## config.mk

```make
export PLATFORM = sky130hd
export DESIGN_NAME = load_store_unit_flat
export DESIGN_NICKNAME = d
export VERILOG_FILES = /design/src/rtl/load_store_unit_if.sv /design/src/rtl/load_store_unit.sv /design/src/flat_wrapper.sv
export SDC_FILE = /design/constraint.sdc
export NUM_CORES = 1
export LEC_CHECK = 0
export BUFFER_PORTS_ARGS = -buffer_cell sky130_fd_sc_hd__buf_2
export CAP_MARGIN = 25
export CORE_AREA = 2 2 62 64
export CTS_CLUSTER_SIZE = 20
export DETAILED_ROUTE_END_ITERATION = 10
export DIE_AREA = 0 0 64 66
export PLACE_DENSITY_LB_ADDON = 0.2
export SYNTH_ARGS = -nofsm -noshare
export SYNTH_HDL_FRONTEND = slang
export SYNTH_SLANG_ARGS = --single-unit
export TNS_END_PERCENT = 50
```

## constraint.sdc

```tcl
create_clock -name clk -period 2 [get_ports clk]
set_input_delay 0.4 -clock clk [delete_from_list [all_inputs] [get_ports clk]]
set_output_delay 0.4 -clock clk [all_outputs]
set_load 0.03 [all_outputs]
```

## src/rtl/load_store_unit_if.sv

```systemverilog
// Memory-side handshake bundle between one thread's LSU and the memory controller.
// The LSU is the master: it raises valid with address/data, the controller answers with ready.
interface load_store_unit_if #(
   parameter int ADDR_BITS = 8,
   parameter int DATA_BITS = 8
);
   logic                 mem_read_valid;
   logic [ADDR_BITS-1:0] mem_read_address;
   logic                 mem_read_ready;
   logic [DATA_BITS-1:0] mem_read_data;
   logic                 mem_write_valid;
   logic [ADDR_BITS-1:0] mem_write_address;
   logic [DATA_BITS-1:0] mem_write_data;
   logic                 mem_write_ready;

   modport master (
      output mem_read_valid, mem_read_address,
      input  mem_read_ready, mem_read_data,
      output mem_write_valid, mem_write_address, mem_write_data,
      input  mem_write_ready
   );

   modport slave (
      input  mem_read_valid, mem_read_address,
      output mem_read_ready, mem_read_data,
      input  mem_write_valid, mem_write_address, mem_write_data,
      output mem_write_ready
   );
endinterface

```

## src/rtl/load_store_unit.sv

```systemverilog
// Per-thread load/store unit. One LDR/STR transaction per instruction:
// IDLE -> REQUESTING -> WAITING (until ready) -> DONE (until core UPDATE) -> IDLE.
// The scheduler watches lsu_state and holds the core in WAIT until every thread reports DONE.
module load_store_unit #(
   parameter int ADDR_BITS = 8,
   parameter int DATA_BITS = 8
) (
   input  logic                 clk,
   input  logic                 reset,
   input  logic                 enable,
   input  logic [2:0]           core_state,
   input  logic                 decoded_mem_read_enable,
   input  logic                 decoded_mem_write_enable,
   input  logic [7:0]           rs,
   input  logic [DATA_BITS-1:0] rt,
   load_store_unit_if.master    mem,
   output logic [1:0]           lsu_state,
   output logic [DATA_BITS-1:0] lsu_out
);

   localparam logic [2:0] CORE_REQUEST = 3'b011;
   localparam logic [2:0] CORE_UPDATE  = 3'b110;

   typedef enum logic [1:0] {
      IDLE       = 2'b00,
      REQUESTING = 2'b01,
      WAITING    = 2'b10,
      DONE       = 2'b11
   } lsu_state_t;

   lsu_state_t           state;
   logic                 is_read;   // latched direction; a read wins when both enables are set
   logic [ADDR_BITS-1:0] addr_q;
   logic [DATA_BITS-1:0] wdata_q;
   logic                 rvalid_q;
   logic                 wvalid_q;
   logic [ADDR_BITS-1:0] rs_fit;

   // rs is an 8-bit register value; fit it to the memory address width
   assign rs_fit = ADDR_BITS'(rs);

   assign mem.mem_read_valid    = rvalid_q;
   assign mem.mem_read_address  = addr_q;
   assign mem.mem_write_valid   = wvalid_q;
   assign mem.mem_write_address = addr_q;
   assign mem.mem_write_data    = wdata_q;
   assign lsu_state             = state;

   // Transaction FSM with registered valids, operands and load result; enable=0 freezes everything
   always_ff @(posedge clk or negedge reset) begin
      if (!reset) begin
         state    <= IDLE;
         is_read  <= 1'b0;
         addr_q   <= '0;
         wdata_q  <= '0;
         rvalid_q <= 1'b0;
         wvalid_q <= 1'b0;
         lsu_out  <= '0;
      end else if (enable) begin
         case (state)
            IDLE: begin
               if (core_state == CORE_REQUEST &&
                   (decoded_mem_read_enable || decoded_mem_write_enable)) begin
                  addr_q  <= rs_fit;
                  wdata_q <= rt;
                  is_read <= decoded_mem_read_enable;
                  state   <= REQUESTING;
               end
            end
            REQUESTING: begin
               // only one direction is ever raised, so the valids are mutually exclusive
               if (is_read) rvalid_q <= 1'b1;
               else         wvalid_q <= 1'b1;
               state <= WAITING;
            end
            WAITING: begin
               // ready of the other direction is deliberately ignored
               if (is_read && rvalid_q && mem.mem_read_ready) begin
                  rvalid_q <= 1'b0;
                  lsu_out  <= mem.mem_read_data;
                  state    <= DONE;
               end else if (!is_read && wvalid_q && mem.mem_write_ready) begin
                  wvalid_q <= 1'b0;
                  state    <= DONE;
               end
            end
            DONE: begin
               if (core_state == CORE_UPDATE) state <= IDLE;
            end
            default: state <= IDLE;
         endcase
      end
   end

endmodule

```

## src/flat_wrapper.sv

```systemverilog
// flat-port wrapper written by rule: the top's interface ports become plain ports
module load_store_unit_flat 
#(
   parameter int ADDR_BITS = 8,
   parameter int DATA_BITS = 8
)
  (clk, reset, enable, core_state, decoded_mem_read_enable, decoded_mem_write_enable, rs, rt, lsu_state, lsu_out, mem_mem_read_valid, mem_mem_read_address, mem_mem_read_ready, mem_mem_read_data, mem_mem_write_valid, mem_mem_write_address, mem_mem_write_data, mem_mem_write_ready);
  load_store_unit_if #(.ADDR_BITS(ADDR_BITS), .DATA_BITS(DATA_BITS)) mem_i ();
  input  logic clk;
  input  logic reset;
  input  logic enable;
  input  logic [2:0] core_state;
  input  logic decoded_mem_read_enable;
  input  logic decoded_mem_write_enable;
  input  logic [7:0] rs;
  input  logic [DATA_BITS-1:0] rt;
  output logic [1:0] lsu_state;
  output logic [DATA_BITS-1:0] lsu_out;
  output wire logic [$bits(mem_i.mem_read_valid)-1:0] mem_mem_read_valid;
  output wire logic [$bits(mem_i.mem_read_address)-1:0] mem_mem_read_address;
  input wire logic [$bits(mem_i.mem_read_ready)-1:0] mem_mem_read_ready;
  input wire logic [$bits(mem_i.mem_read_data)-1:0] mem_mem_read_data;
  output wire logic [$bits(mem_i.mem_write_valid)-1:0] mem_mem_write_valid;
  output wire logic [$bits(mem_i.mem_write_address)-1:0] mem_mem_write_address;
  output wire logic [$bits(mem_i.mem_write_data)-1:0] mem_mem_write_data;
  input wire logic [$bits(mem_i.mem_write_ready)-1:0] mem_mem_write_ready;
  assign mem_mem_read_valid = mem_i.mem_read_valid;
  assign mem_mem_read_address = mem_i.mem_read_address;
  assign mem_i.mem_read_ready = mem_mem_read_ready;
  assign mem_i.mem_read_data = mem_mem_read_data;
  assign mem_mem_write_valid = mem_i.mem_write_valid;
  assign mem_mem_write_address = mem_i.mem_write_address;
  assign mem_mem_write_data = mem_i.mem_write_data;
  assign mem_i.mem_write_ready = mem_mem_write_ready;
  load_store_unit #(.ADDR_BITS(ADDR_BITS), .DATA_BITS(DATA_BITS)) u_core (.clk(clk), .reset(reset), .enable(enable), .core_state(core_state), .decoded_mem_read_enable(decoded_mem_read_enable), .decoded_mem_write_enable(decoded_mem_write_enable), .rs(rs), .rt(rt), .mem(mem_i), .lsu_state(lsu_state), .lsu_out(lsu_out));
endmodule
```

After elaboration in Yosys (flattened, before gate mapping)
Index checks and enable logic that the tools add are counted.

cells by class
  muxes and demuxes = 12
  eq/ne operators = 13
  reductions and logical operators = 14

operators with widths
  kind                                            number
  != test 2 x 1 -> 1 bit (second input constant)  5
  two-way mux 2 bit                               4
  case mux 2 bit (4 select lines)                 1
  AND reduction 4 bit                             2
  AND reduction 3 bit                             2
  logical AND 1 bit                               5
  two-way mux 1 bit                               5
  AND reduction 5 bit                             1
  == test 2 bit (second input constant)           2
  != test 2 bit (second input constant)           2
  case mux 1 bit (2 select lines)                 2
  == test 3 x 2 -> 1 bit (second input constant)  1
  == test 3 bit (second input constant)           1
  != test 3 x 1 -> 1 bit (second input constant)  1
  == test 2 x 1 -> 1 bit (second input constant)  1
  logical NOT 2 bit                               1
  nonzero test 2 bit                              1
  logical NOT 1 bit                               1
  logical OR 1 bit                                1

storage, ports and cells
  logic and storage cells = 46
  output and inout bits = 36
  register bits = 29
  input bits = 34

Logic depth before layout (Yosys ltp)
Gate-level depths: netlist (run 1).

  depth after elaboration = 6
  depth in mapped cells = 6
  gate-level depth less buffers = 5

Least setup slack after synthesis (run 1)
Ideal clock, no wire load.

  path type = reg2reg
  start point = register u_core.state[0] (netlist: u_core.lsu_state[0])
  end point = register u_core.addr_q[2] (netlist: u_core.mem.mem_read_address[2])
  library setup time = 0.125 ns
  data arrival time = 1.777 ns
  setup slack = 0.098 ns
  stages on the path, launching flop included = 7
  clock period less this slack = 1.902 ns
  data required time = 1.875 ns
  path buffers = 1
  path through = dfrtp_1 -> inv_1 -> ha_1 -> nand2_1 -> nor4_4 -> buf_6 -> mux2_2

on the way
  word-level cells in the longest chain between the ends = 2

RTL lines
  what                                  line                   text
  start, declared                       load_store_unit.sv:31  lsu_state_t state;
  start signal, assigned                load_store_unit.sv:52  state <= IDLE;
  start signal, assigned                load_store_unit.sv:67  state <= REQUESTING;
  start signal, assigned                load_store_unit.sv:74  state <= WAITING;
  logical NOT 2 bit                     load_store_unit.sv:60  case (state)
  AND reduction 3 bit (no source line)  -
  end signal, assigned                  load_store_unit.sv:64  addr_q <= rs_fit;
  end, declared                         load_store_unit.sv:33  logic [ADDR_BITS-1:0] addr_q;

No other way between the ends.
A chain may end at the register's enable or synchronous reset.

Worst setup path after layout (run 1)
  start point = register u_core.state[0] (netlist: u_core.lsu_state[0])
  end point = register u_core.lsu_out[1]

on the way
  word-level cells in the longest chain between the ends = 2

RTL lines
  what                                  line                   text
  == test 2 bit                         load_store_unit.sv:60
  AND reduction 3 bit (no source line)  -
  end signal, assigned                  load_store_unit.sv:80  lsu_out <= mem.mem_read_data;
  end, declared                         load_store_unit.sv:18  output logic [DATA_BITS-1:0] lsu_out

No other way between the ends.

==> results.py, run 1 <==
metrics = {
    "sta": {
        "worst_slack_ns": 0.2562,
        "worstMarginPinSlew_ns": 0.6083,
        "slew_violations": 0,
        "final-hold-violation-count": 0,
        "fin_worst_skew_ns": 0.007242,
        "final.period_utilization_pct": 87.19,
        "fmax_ghz": 0.5734,
        "period_needed_ns": 1.744,
        "finalSetupViolations": 0,
        "tns_ns": 0,
        "slew_headroom_pct": 59.45,
        "rsz0062_at_grt": "false",
    },
    "critical_path": {
        "cp_slowest_stage_delay_ns": 0.42,
        "cp-start-kind": "flip-flop",
        "regToRegSetupSlack_ns": 0.26,
        "reg2reg_to": "u_core.lsu_out[1]$_DFFE_PN0P_",
        "cp.arrival_ns": 1.94,
        "cp_cell_sequence": "inv_1 -> ha_1 -> and3_1 -> nand3_1 -> mux2_2",
        "rr_worst_depth": 5,
        "crit_path_max_fanout": 8,
        "path_class": "flip-flop to flip-flop",
        "crit_slowest_cell": "dfrtp_1",
        "worst-endpoint-required_ns": 2.19,
        "r2r_start": "u_core.lsu_state[0]$_DFFE_PN0P_",
        "end_kind": "flip-flop",
        "endpoint": "u_core.lsu_out[1]$_DFFE_PN0P_",
        "startpoint": "u_core.lsu_state[0]$_DFFE_PN0P_",
    },
    "yosys": {
        "synth_compound_area_share_pct": 3.158,
        "synth-simple-area-share_pct": 7.368,
        "syn_area_um2": 1308,
        "synth.top_cells.by_area": "dfrtp_1 (56%), mux2_2 (22%), ha_1 (4.8%)",
        "ys_seq_area_share_pct": 55.50,
        "synthDistinctLibCells": 20,
        "synth_top_family_by_area": "multiplexers",
        "ys_async_sr_fraction_pct": 100.0,
        "yosys-mux-area-fraction_pct": 23.16,
        "yosysMostFrequentCell": "dfrtp_1",
        "netlist.top_cell.by_area": "dfrtp_1",
        "syn_avg_cell_area_um2": 13.62,
        "synthTopCellsByCount": "dfrtp_1 (29), mux2_2 (26), buf_4 (8), nand2_1 (7), ha_1 (5)",
        "yosys_warnings": 0,
        "synth_seq_cells": 29,
        "synthXorXnorAreaFrac_pct": 0,
        "ys.flop_type": "dfrtp_1",
        "synth_fp_nets": 135,
        "synthCells": 96,
        "synth_top_area_share_pct": 55.50,
        "synth_fa_ha_area_share_pct": 4.785,
        "synth_edf_count": 0,
    },
    "detailed_routing": {
        "wl_per_cell_um": 11.67,
        "routed.top_layer": "met4",
        "dr_wl_met3_um": 209,
        "routed_wl_mm": 2.475,
        "drc": 0,
        "wl_met2_mm": 1.291,
        "met1_length_um": 938,
        "dr.pass1.iters": 3,
        "vias": 959,
        "ant_nets": 0,
        "viasPerCell": 4.524,
        "initialDrtViolationCount": 17,
    },
    "cts": {
        "post_cts_buffers": 0,
        "root_buffer": "clkbuf_4",
        "clock-sinks": 29,
        "cts_resized": 0,
        "cts.htree.levels": 2,
        "cts_tree": "yes",
        "clockBufferDepth": 2,
        "clk_pin_slew_ns": 0.09,
        "cts_hold_buf": 0,
        "clk_latency_ns": 0.31,
        "cts_buffers": 5,
    },
    "die": {
        "die_h_um": 66,
        "fp.dieW_um": 64,
        "rows": 22,
        "ios": 70,
        "initial_core_util_pct": 36.82,
        "coreArea_um2": 3551,
        "die_area_um2": 4224,
    },
    "run_status": {
        "status": "finished clean",
    },
    "final_layout": {
        "drive_above_1_share_pct": 62.80,
        "area_delta_synth_final_pct": 30.33,
        "antennaDiodeCount": 0,
        "nets": 203,
    },
    "place": {
        "portBuffers": 69,
        "gp_congestion": 0.7551,
        "dp_slack_ns": 0.2317,
        "dpl.hpwl_mm": 1.995,
    },
    "pwr": {
        "vdd_drop_max_mv": 0.6138,
        "leakagePower_uw": 0.0009461,
        "power_density_nw_per_um2": 1487,
    },
    "worst_hold_path": {
        "hold_class": "input port to asynchronous set/reset pin",
    },
    "global_routing": {
        "grt_max_degree": 30,
        "antenna_found_initial": 0,
        "grt_pass1_wl_mm": 4.195,
        "grt_overflow_total": 0,
        "grt_pass1_vias": 995,
        "grtUsageTotal_pct": 13.21,
    },
    "job": {
        "cap_violations": 0,
    },
}
-- worst max-delay path: cells and delay by family, from the launching register on --
| kind | cells | cell delay, ns |
|---|---|---|
| fa+ha+maj | 1 | 0.25 |
| buf+inv | 1 | 0.13 |
| flops | 1 | 0.42 |
| mux | 1 | 0.38 |
| simple gates | 2 | 0.46 |
-- layer usage --
metal  global-route usage (%)  vias to the layer above
met5                        0                        -
met4                    7.337                        0
met3                    3.918                        5
met2                    24.48                       43
met1                    13.11                      445
li1                         -                      466
-- metrics by stage --
stage                     utilization, %  hold WS [ns]  area [µm²]  total power (µW)  std cells
after floorplan                        -        0.1044        1308              1911         96
after global routing               47.99        0.1273        1704              2712        212
after detailed placement           46.44        0.4567        1649              2223        205
final                              47.99       0.09555        1704              2533        212
after CTS                          47.99        0.1098        1704              2576        212
after global placement             46.44        0.4563        1649              2187        205
-- final cells by class --
type / instances / area (µm²)
fillers: 329 / 1847
clock buffers: 7 / 55.05
inverters: 2 / 7.507
repair buffers: 70 / 352.8
well taps: 48 / 60.06
multi-input cells: 56 / 503.0
flip-flops and latches: 29 / 725.7
-- placed cells by master (no fill, tap or decap) --
cell type / synthesis / layout
ha_1: 5 / 5
nand2b_1: 1 / 1
mux2i_1: 1 / 1
a21oi_1: 2 / 2
mux2_2: 26 / 26
buf_2: 0 / 69
nor2_1: 2 / 2
clkbuf_1: 0 / 1
o21ai_0: 2 / 2
nand2_1: 7 / 7
a31oi_1: 1 / 1
inv_1: 2 / 2
and3_1: 1 / 1
nand4_1: 2 / 2
nor2b_1: 1 / 1
buf_4: 8 / 1
dfrtp_1: 29 / 29
o31ai_1: 1 / 1
clkbuf_8: 0 / 1
o211ai_1: 1 / 1
clkbuf_4: 0 / 5
nor4_4: 1 / 1
nand3_1: 2 / 2
-- report_power, final --
part	total, µW	leakage, µW	switching [µW]	internal, µW
Sequential	933	0.000373	139	793
Clock	341	0.0000314	175	166
Combinational	1260	0.000541	829	431
Total	2530	0.000946	1140	1390
-- how the worst min path moves through the flow --
stage / start / to / depth (start not counted)
after floorplan: reset / u_core.is_read$_DFFE_PN0P_ / 0
after global placement: reset / u_core.mem.mem_read_address[0]$_DFFE_PN0P_ / 1
after detailed placement: reset / u_core.mem.mem_write_data[4]$_DFFE_PN0P_ / 1
after CTS: reset / u_core.mem.mem_write_data[6]$_DFFE_PN0P_ / 1
after global routing: reset / u_core.mem.mem_write_data[3]$_DFFE_PN0P_ / 1
final: reset / u_core.mem.mem_write_data[6]$_DFFE_PN0P_ / 1
-- kinds of logic (layout without fill, tap and decap cells) --
kind of cell             after synthesis  in the layout
flip-flops                            29             29
multiplexers                          27             27
AND/OR/NAND/NOR                       17             17
buffers and inverters                 11             79
AO/OA/AOI/OAI                          7              7
adder cells (fa/ha/maj)                5              5
-- flip-flops by register name, indices dropped and copies added (netlist names) --
signal                       cells
u_core.is_read                   1
u_core.mem.mem_write_data        8
u_core.mem.mem_write_valid       1
u_core.lsu_state                 2
u_core.mem.mem_read_valid        1
u_core.mem.mem_read_address      8
u_core.lsu_out                   8
Note: power is estimated with default switching activity, not from simulation.
==> run 2, diff against run 1 <==
Settings changed: BUFFER_PORTS_ARGS -buffer_cell sky130_fd_sc_hd__buf_2 to -buffer_cell sky130_fd_sc_hd__buf_4.
==> results.py, run 2 (synthesis gave the netlist of run 1 again) <==
metrics = {
    "critical_path": {
        "cp_slowest_stage_delay_ns": 0.42,
        "cp.arrival_ns": 1.98,
        "cp_cell_sequence": "inv_1 -> ha_1 -> and3_1 -> nand3_1 -> mux2_2",
        "end_kind": "flip-flop",
        "path_class": "flip-flop to flip-flop",
        "cp-start-kind": "flip-flop",
        "crit_path_max_fanout": 8,
        "crit_cells": 5,
        "rr_worst_depth": 5,
        "crit_slowest_cell": "dfrtp_1",
        "worst-path-buf-inv": 1,
        "worst-endpoint-required_ns": 2.21,
        "cp_top_family": "simple AND/OR/NAND/NOR gates",
    },
    "detailed_routing": {
        "vias": 997,
        "drc": 0,
        "viasPerCell": 4.659,
        "routed_wl_mm": 2.661,
        "dr.pass1.iters": 4,
        "wl_per_cell_um": 12.43,
        "initialDrtViolationCount": 22,
        "ant_nets": 0,
    },
    "die": {
        "die_area_um2": 4224,
        "ios": 70,
        "fp.dieW_um": 64,
        "rows": 22,
        "initial_core_util_pct": 36.82,
        "coreArea_um2": 3551,
        "die_h_um": 66,
    },
    "pwr": {
        "vdd_drop_max_mv": 0.6516,
        "pwr-share-seq_pct": 35.1,
        "switchingPower_uw": 1176,
        "swShare_pct": 43.44,
        "power_frac_comb_pct": 53.0,
        "leakagePower_uw": 0.0009867,
        "power_density_nw_per_um2": 1439,
        "pwr-share-clk_pct": 12.0,
        "internal-power_uw": 1531,
    },
    "job": {
        "cap_violations": 0,
    },
    "place": {
        "dpl.hpwl_mm": 2.072,
        "place_inst": 205,
        "gp_congestion": 0.7394,
        "dp_slack_ns": 0.2349,
        "portBuffers": 69,
    },
    "final_layout": {
        "antennaDiodeCount": 0,
        "area_delta_synth_final_pct": 43.83,
        "fillers": 320,
        "drive_above_1_share_pct": 61.45,
        "seqCellArea_um2": 725.7,
        "multi_input_area_um2": 503.0,
        "layout_common_cells": "buf_4 (70), dfrtp_1 (29), mux2_2 (26)",
        "nets": 204,
        "layout.cells.non_filler": 214,
        "layout_commonest_cell": "buf_4",
    },
    "global_routing": {
        "antenna_found_initial": 0,
        "grtUsageTotal_pct": 13.96,
        "grt_max_degree": 30,
        "grt_pass1_wl_mm": 4.436,
        "grt_pass1_vias": 1031,
        "grt_overflow_total": 0,
    },
    "sta": {
        "rsz0062_at_grt": "false",
        "period_needed_ns": 1.773,
        "worstMarginPinSlew_ns": 0.3939,
        "final-hold-violation-count": 0,
        "slew_violations": 0,
        "final.period_utilization_pct": 88.65,
        "finalSetupViolations": 0,
        "tns_ns": 0,
        "fmax_ghz": 0.5640,
        "slew_headroom_pct": 73.66,
        "worst_slack_ns": 0.2271,
        "fin_worst_skew_ns": 0.003596,
        "hold_slack_ns": 0.3042,
    },
    "cts": {
        "cts_tree": "yes",
        "cts_resized": 0,
        "cts.htree.levels": 2,
        "root_buffer": "clkbuf_4",
        "clk_latency_ns": 0.32,
        "clockBufferDepth": 2,
        "clk_pin_slew_ns": 0.08,
        "cts_buffers": 5,
        "clock-sinks": 29,
    },
    "worst_hold_path": {
        "min_delay_path_depth": 2,
        "hold_class": "input port to flip-flop",
    },
    "run_status": {
        "status": "finished clean",
    },
}
-- run 2: changes by cell type in the layout (fill, tap and decap cells not counted) --
cell,change
dlygate4sd3_1,+1
buf_2,-69
buf_4,+69
clkbuf_8,-1
clkbuf_1,+2
-- run 2: metrics by stage --
step	area, µm²	power (µW)	utilization, %
floorplan	1308	1911	-
global placement	1822	2370	51.30
detailed placement	1822	2411	51.30
CTS	1881	2744	52.96
global route	1881	2879	52.96
finish	1881	2707	52.96
-- run 2: worst register-to-register path, delay by kind of cell (launching register included) --
kind                     cells  cell delay (ns)
buffers and inverters        1             0.13
flip-flops                   1             0.42
AND/OR/NAND/NOR              2             0.48
adder cells (fa/ha/maj)      1             0.26
multiplexers                 1             0.38
-- run 2: what timing repair did --
item                      CTS  global route
hold buffers                1             0
hold endpoints to repair   29             0
buffers inserted            0             0
-- run 2: metal layers --
layer | up-vias | routed length (µm) | GRT usage (%)
met4 | 0 | 46 | 8.152
met3 | 6 | 205 | 4.089
li1 | 468 | - | -
met5 | - | 0 | 0
met2 | 46 | 1431 | 25.52
met1 | 477 | 977 | 14.02
-- run 2: path summary, 6_finish.rpt --
kind,slack (ns),end,startpoint
min in group asynchronous,0.53,u_core.mem.mem_read_address[7]$_DFFE_PN0P_,reset
max reg2reg,0.23,u_core.lsu_out[0]$_DFFE_PN0P_,u_core.lsu_state[0]$_DFFE_PN0P_
max,0.23,u_core.lsu_out[0]$_DFFE_PN0P_,u_core.lsu_state[0]$_DFFE_PN0P_
min reg2reg,0.52,u_core.mem.mem_write_data[7]$_DFFE_PN0P_,u_core.mem.mem_write_data[7]$_DFFE_PN0P_
max in group asynchronous,1.21,u_core.mem.mem_write_valid$_DFFE_PN0P_,reset
min,0.30,u_core.mem.mem_write_data[0]$_DFFE_PN0P_,rt[0]
-- run 2: final cells by class --
cell class	instances	share of cell area, %
well taps	48	3.194
clock buffers	8	2.595
inverters	2	0.3992
multi-input cells	56	26.75
repair buffers	71	28.48
flip-flops and latches	29	38.59
-- run 2: power groups by stage --
stage	Sequential (µW)	Combinational, µW	Clock [µW]
floorplan	1340	573	0
global placement	950	1420	0
detailed placement	965	1450	0
CTS	954	1450	340
global route	983	1530	371
finish	949	1430	324
